### src/rtl/priority_n_final_reg.sv
// rtl/priority_n_final_reg.sv - registered one-hot priority check with error counting and fault FSM
module priority_n_final_reg #(
    parameter int N         = 4,
    parameter int CNT_W     = 8,
    parameter int FAULT_LIM = 3,
    localparam int IDX_W    = (N < 2) ? 1 : $clog2(N)
) (
    input  logic             clk,
    input  logic             rst,
    input  logic             in_valid,
    input  logic [N-1:0]     in,
    input  logic [N-1:0]     err_in,
    input  logic             mal,
    input  logic             all_ok,
    input  logic             clr,
    output logic             out_valid,
    output logic             Y,
    output logic [IDX_W-1:0] idx,
    output logic             err,
    output logic             err_sticky,
    output logic [CNT_W-1:0] err_cnt,
    output logic             fault
);

    typedef enum logic [1:0] {S_NORMAL, S_SUSPECT, S_FAULT} state_t;

    state_t             r_state;
    state_t             w_state_next;
    logic [3:0]         r_run;
    logic [3:0]         w_run_next;
    logic [3:0]         w_run_inc;
    logic               r_out_valid;
    logic               r_y;
    logic [IDX_W-1:0]   r_idx;
    logic               r_err;
    logic               r_err_sticky;
    logic [CNT_W-1:0]   r_err_cnt;
    logic               r_fault;

    logic               w_multi;
    logic               w_onehot;
    logic               w_e;
    logic               w_fault_next;
    logic [IDX_W-1:0]   w_idx;

    // Clearing the lowest set bit leaves something only when two or more bits are set.
    assign w_multi  = |(in & (in - N'(1)));
    assign w_onehot = (in != '0) & ~w_multi;
    assign w_e      = (in_valid & w_multi) | mal | ((|err_in) & ~all_ok);

    always_comb begin
        w_idx = '0;
        for (int i = N - 1; i >= 0; i--) begin
            if (in[i]) begin
                w_idx = IDX_W'(i);
            end
        end
    end

    // A clear together with an error restarts the run at one, as for the event counter.
    always_comb begin
        w_run_inc = (r_state == S_NORMAL || clr) ? 4'd1
                  : ((r_run == 4'hF) ? r_run : r_run + 4'd1);
    end

    always_comb begin
        w_state_next = r_state;
        w_run_next   = r_run;
        case (r_state)
            S_NORMAL, S_SUSPECT: begin
                if (w_e) begin
                    w_run_next   = w_run_inc;
                    w_state_next = (w_run_inc >= 4'(FAULT_LIM)) ? S_FAULT : S_SUSPECT;
                end else begin
                    w_run_next   = 4'd0;
                    w_state_next = S_NORMAL;
                end
            end
            S_FAULT: begin
                if (clr && w_e) begin
                    w_run_next   = 4'd1;
                    w_state_next = (4'd1 >= 4'(FAULT_LIM)) ? S_FAULT : S_SUSPECT;
                end else if (clr) begin
                    w_run_next   = 4'd0;
                    w_state_next = S_NORMAL;
                end
            end
            default: begin
                w_run_next   = 4'd0;
                w_state_next = S_NORMAL;
            end
        endcase
    end

    assign w_fault_next = (w_state_next == S_FAULT);

    always_ff @(posedge clk) begin
        if (rst) begin
            r_state      <= S_NORMAL;
            r_run        <= 4'd0;
            r_out_valid  <= 1'b0;
            r_y          <= 1'b0;
            r_idx        <= '0;
            r_err        <= 1'b0;
            r_err_sticky <= 1'b0;
            r_err_cnt    <= '0;
            r_fault      <= 1'b0;
        end else begin
            r_state     <= w_state_next;
            r_run       <= w_run_next;
            r_fault     <= w_fault_next;
            r_err       <= w_e;
            r_out_valid <= in_valid;
            if (in_valid) begin
                r_y   <= w_onehot & ~w_fault_next;
                r_idx <= w_idx;
            end else begin
                r_y   <= r_y & ~w_fault_next;
            end
            if (w_e) begin
                r_err_sticky <= 1'b1;
                r_err_cnt    <= clr ? CNT_W'(1)
                              : ((r_err_cnt == '1) ? r_err_cnt : r_err_cnt + CNT_W'(1));
            end else if (clr) begin
                r_err_sticky <= 1'b0;
                r_err_cnt    <= '0;
            end
        end
    end

    assign out_valid  = r_out_valid;
    assign Y          = r_y;
    assign idx        = r_idx;
    assign err        = r_err;
    assign err_sticky = r_err_sticky;
    assign err_cnt    = r_err_cnt;
    assign fault      = r_fault;

endmodule

### config.mk
export PLATFORM = sky130hd
export DESIGN_NAME = priority_n_final_reg
export DESIGN_NICKNAME = d
export VERILOG_FILES = /design/src/rtl/priority_n_final_reg.sv
export SDC_FILE = /design/constraint.sdc
export NUM_CORES = 1
export LEC_CHECK = 0
export BUFFER_PORTS_ARGS = -buffer_cell sky130_fd_sc_hd__buf_2
export CAP_MARGIN = 20
export CELL_PAD_IN_SITES_DETAIL_PLACEMENT = 1
export CELL_PAD_IN_SITES_GLOBAL_PLACEMENT = 2
export CORE_ASPECT_RATIO = 2
export CORE_MARGIN = 5
export CORE_UTILIZATION = 31
export DETAILED_ROUTE_END_ITERATION = 16
export PLACE_DENSITY = 0.85
export SKIP_CTS_REPAIR_TIMING = 1
export SLEW_MARGIN = 30
export SYNTH_ARGS = -nofsm -noshare
export SYNTH_HDL_FRONTEND = slang
export SYNTH_SLANG_ARGS = --single-unit
### constraint.sdc
create_clock -name clk -period 3.4 [get_ports clk]
set_clock_uncertainty 0.05 [all_clocks]
set_input_delay 0.68 -clock clk [delete_from_list [all_inputs] [get_ports clk]]
set_output_delay 0.68 -clock clk [all_outputs]
set_load 0.1 [all_outputs]
Word-level counts from Yosys, hierarchy flattened
Index checks and enable logic that the tools add are counted.
{"block": "word_totals", "regBits": 21, "latchBits": 0, "ramBits": 0, "rom_bits": 0, "inputBits": 14, "out_inout_bits": 15, "elab_cells": 62, "mem_count": 0}
{"block": "classes", "add_sub_neg": 3, "multipliers": 0, "div_mod_pow": 0, "order_cmp": 1, "eq_ne": 7, "shift": 0, "n_mux": 22, "bitwise": 11, "reduce_logical": 9}
{"cell": "two-way mux 8 bit", "count": 4}
{"cell": "two-way mux 4 bit", "count": 5}
{"cell": "two-way mux 2 bit", "count": 8}
{"cell": "adder 8 x 1 -> 8 bit (second input constant)", "count": 1}
{"cell": "equality test 8 bit (second input constant)", "count": 1}
{"cell": "case mux 4 bit (2 select lines)", "count": 1}
{"cell": "OR reduction 4 bit", "count": 2}
{"cell": "bitwise AND 1 bit", "count": 5}
{"cell": "adder 4 x 1 -> 4 bit (second input constant)", "count": 1}
{"cell": "bitwise AND 4 bit", "count": 1}
{"cell": "equality test 2 bit (second input constant)", "count": 2}
{"cell": "equality test 4 bit (second input constant)", "count": 1}
{"cell": ">= comparator 4 x 2 -> 1 bit (second input constant)", "count": 1}
{"cell": "case mux 2 bit (2 select lines)", "count": 1}
{"cell": "nonzero test 4 bit", "count": 1}
{"cell": "subtractor 4 x 1 -> 4 bit (second input constant)", "count": 1}
{"cell": "two-way mux 1 bit", "count": 3}
{"cell": "inequality test 3 bit (second input constant)", "count": 1}
{"cell": "NOT 1 bit", "count": 3}
{"cell": "equality test 2 x 1 -> 1 bit (second input constant)", "count": 1}
{"cell": "logical NOT 2 bit", "count": 1}
{"cell": "inequality test 2 bit (second input constant)", "count": 1}
{"cell": "OR 1 bit", "count": 2}
{"cell": "AND reduction 2 bit", "count": 1}
{"cell": "4 further kinds", "count": 4}

Longest topological paths before layout
{"block": "depth", "depth_word": 13, "mapped_depth": 6}

Least setup slack after synthesis
No wires, ideal clock.
{"block": "synth_path", "path_type": "flip-flop to flip-flop", "startpoint": "register r_err_cnt[3] (netlist: err_cnt[3])", "endpoint": "register r_err_cnt[0] (netlist: err_cnt[0])", "setup_ps": 132, "t_arrival_ps": 2057, "required_ps": 3218, "setup_slack_ps": 1162, "path_stages_with_launch": 7, "path_buffers": 1, "path_cell_list": "dfxtp_1 and4_1 and4_1 clkbuf_1 nor2_1 o21ai_0 a21oi_1"}
{"block": "synth_between", "elab_chain_len": 3}
{"element": "start: declaration", "line": "37", "source": "logic [CNT_W-1:0] r_err_cnt;"}
{"element": "start signal: assignment", "line": "122", "source": "r_err_cnt <= clr ? CNT_W'(1)"}
{"element": "equality test 8 bit", "line": "123", "source": ": ((r_err_cnt == '1) ? r_err_cnt : r_err_cnt + CNT_W'(1));"}
{"element": "inequality test 2 bit (no line)"}
{"element": "AND reduction 2 bit (no line)"}
Every way passes these cells.
A chain may end at the register's enable or synchronous reset.

Worst setup path after layout
{"block": "layout_path", "startpoint": "input port clr", "endpoint": "register r_run[2]"}
{"block": "layout_between", "elab_chain_len": 4, "elab_cells_between_ends": 7, "cone_classes": "eq/ne (1); mux (4); reduce/logical (2)"}
{"element": "start: declaration", "line": "15", "source": "input logic clr,"}
{"element": "logical OR 1 bit", "line": "62", "source": "w_run_inc = (r_state == S_NORMAL || clr) ? 4'd1"}
{"element": "two-way mux 4 bit", "line": "62"}
{"element": "two-way mux 4 bit", "line": "71", "source": "if (w_e) begin"}
{"element": "case mux 4 bit (2 select lines)", "line": "69", "source": "case (r_state)"}
{"element": "end signal: assignment", "line": "110", "source": "r_run <= w_run_next;"}
{"element": "end: declaration", "line": "29", "source": "logic [3:0] r_run;"}
Parallel ways exist; a longest one is shown, timed or not.

==> summary.md <==
| Metric | Value |
|---|---|
| Status | `complete, no violations` |
| Io pins | `29` |
| Root Buffer | `clkbuf_8` |
| DR pass1 iterations | `4` |
| R2R Path End | `r_run[2]` |
| Setup_tns | `0 ns` |
| FF-to-FF setup slack | `1.54 ns` |
| TritonCTS clock tree | `built` |
| Routed WL | `2870 um` |
| DP HPWL | `2330 um` |
| Share of cells above drive strength 1 | `24.8%` |
| Crit path DAT | `2.14 ns` |
| Net Count, Synth | `138` |
| Initial Util | `31.3%` |
| Hold wc startpoint | `err_sticky` |
| Initial DRC Count | `6` |
| Unrepaired setup endpoints after global routing | `false` |
| Setup violations, final | `0` |
| LEAKAGE | `0.502 nW` |
| GRT Util Overall | `12.9%` |
| Mapped cell area | `1050 um^2` |
| Count leader, synth | `dfxtp_1` |
| Num CTS Buffers | `3` |
| Row count | `30` |
| Slew Viols, Final | `0` |
| Synth async-reset ratio | `0%` |
| Util after Layout | `37.3%` |
| EDFF count, synth | `0` |
| Antenna Violating Nets Remaining | `0` |
| Vias in the first global route | `1113` |
| Grt ovf | `0` |
| Mean Syn Cell Area | `8.58 um^2` |
| Clk buf depth | `2` |
| Antenna diodes | `0` |
| Largest cells by area after synthesis | `dfxtp_1 40%, a21oi_1 8.1%, nor2_1 3.6%, nand3_1 2.9%, o31ai_1 2.9%` |
| Layer with the highest usage | `met2` |
| Worst VDD drop | `0.207 mV` |
| Synthesized instance count | `122` |
| Synthesis-to-layout area growth | `18.9%` |
| Tot Pwr | `0.537 mW` |
| Gp weighted congestion | `0.752` |
| Crit path max fanout | `6` |
| Worst slack, placed | `1.13 ns` |
| DRC | `0` |
| DR WL/cell | `15.8 um` |
| Clock sink count | `21` |
| Max Cap Viol | `0` |
| Layout Nets | `166` |
| Chip height | `92.2 um` |
| Critical path class | `in -> reg` |
| Htree depth | `1` |
| WP data required | `3.55 ns` |
| Synth top cells by count | `21 x dfxtp_1, 17 x a21oi_1, 10 x nor2_1` |
| Vias/cell | `5.71` |
| Pwr dens | `431 nW/um^2` |
| I/O Buffers | `28` |
| FF+latch count, synth | `21` |
| Period utilization | `58.7%` |
| Die Width | `51.1 um` |
| Initial antenna violation count | `0` |
| Pin count of the biggest net entering global routing | `13` |
| Synth Warn # | `0` |
| Hold Vio Cnt, Final | `0` |
| RR Startpoint | `r_state[0]` |
| Tmin final | `2.00 ns` |
| Path category of the worst min-delay check | `reg -> reg` |
| Core Region | `3340 um^2` |
| Crit end category | `flip-flop` |
| Final worst slack | `1.40 ns` |
| Global-route wire length before repair | `4820 um` |
| Met1 track demand over resource | `13.7%` |
| Vias | `1033` |
| Worst-Skew Late Latency | `0.26 ns` |
| Slew headroom | `63.4%` |
| Most used DFF post-synth | `dfxtp_1` |
| Met2 Use GR | `24.4%` |
| Grt met3 use | `1.30%` |
| Clock transition at path regs | `0.08 ns` |
| Hold EP | `err_sticky` |
| Seq/Total Area, Yosys | `40.1%` |
| Hold Crit Depth | `2` |
| Die area | `4710 um^2` |
| F_max | `501 MHz` |
| Crit start category | `input port` |
| Number of distinct library cells after synthesis | `40` |
| Synth area leader | `dfxtp_1` |
| Yosys top cell area share | `40.1%` |
| FF-to-FF path depth | `5` |
| Worst slew pin tran | `0.546 ns` |
-- registers in the layout (all words and copies together) (netlist names) --
| name | count |
|---|---|
| Y | 1 |
| err | 1 |
| err_cnt | 8 |
| err_sticky | 1 |
| fault | 1 |
| idx | 2 |
| out_valid | 1 |
| r_run | 4 |
| r_state | 2 |
-- layer usage --
metal,wire length (um),up-vias
met3,62,4
met4,53,0
met2,1660,13
li1,-,509
met1,1090,507
met5,0,-
-- cells in the final DEF, fill, tap and decap left out, types with 2 or more instances in the layout --
cell type	Yosys	final
o211ai_1	3	3
inv_1	6	6
dfxtp_1	21	21
ha_1	2	2
or4_1	2	2
nor2_1	10	10
and4_1	3	3
nand2_1	6	6
a21oi_1	17	17
or2_2	2	2
mux2i_1	2	2
o21ai_0	4	4
nor3_1	4	4
nand3_1	6	6
buf_2	0	28
o31ai_1	4	4
a211oi_1	3	3
clkbuf_8	0	3
nor4_1	2	2
-- where the power goes --
part / internal, mW / leakage, nW / switching [mW]
registers: 0.255 / 0.172 / 0.00821
clock network: 0.0834 / 0.0228 / 0.0801
logic: 0.0279 / 0.307 / 0.0819
-- layout make-up --
class,count,area [um^2]
timing repair buffer,28,140
sequential,21,420
inverter,6,22.5
tap,32,40.0
clock buffer,4,45.0
multi-input combinational,90,577
fill,427,2100
-- worst max-delay path, cell delays in order --
cell,delay [ns]
buf_2,0.13
or3_1,0.45
a211oi_1,0.52
o21ai_0,0.20
a21oi_1,0.17
-- stage by stage --
step / cells / hold slack (ns) / area, um^2
after global placement: 177 / 0.410 / 1200
after CTS: 181 / 0.427 / 1240
final: 181 / 0.419 / 1240
after global routing: 181 / 0.440 / 1240
after floorplan: 122 / 0.429 / 1050
after detailed placement: 177 / 0.416 / 1200
-- kinds of logic after synthesis --
family / synth area share, %
fa+ha+maj: 3.34
flops: 40.1
compound gates: 26.5
simple gates: 22.5
mux: 1.91
xor+xnor: 0.836
buf+inv: 4.78
-- worst max-delay path by stage --
| stage | startpoint | to | slack (ns) | cells past startpoint |
|---|---|---|---|---|
| finish | clr | r_run[2] | 1.40 | 5 |
| global route | clr | r_run[3] | 1.31 | 5 |
| detailed placement | clr | r_run[3] | 1.13 | 5 |
| floorplan | err_cnt[3] | err_cnt[0] | 1.16 | 6 |
| global placement | err_in[1] | fault | 1.14 | 6 |
| CTS | clr | r_run[3] | 1.37 | 5 |
Note: power is estimated with default switching activity, not from simulation.
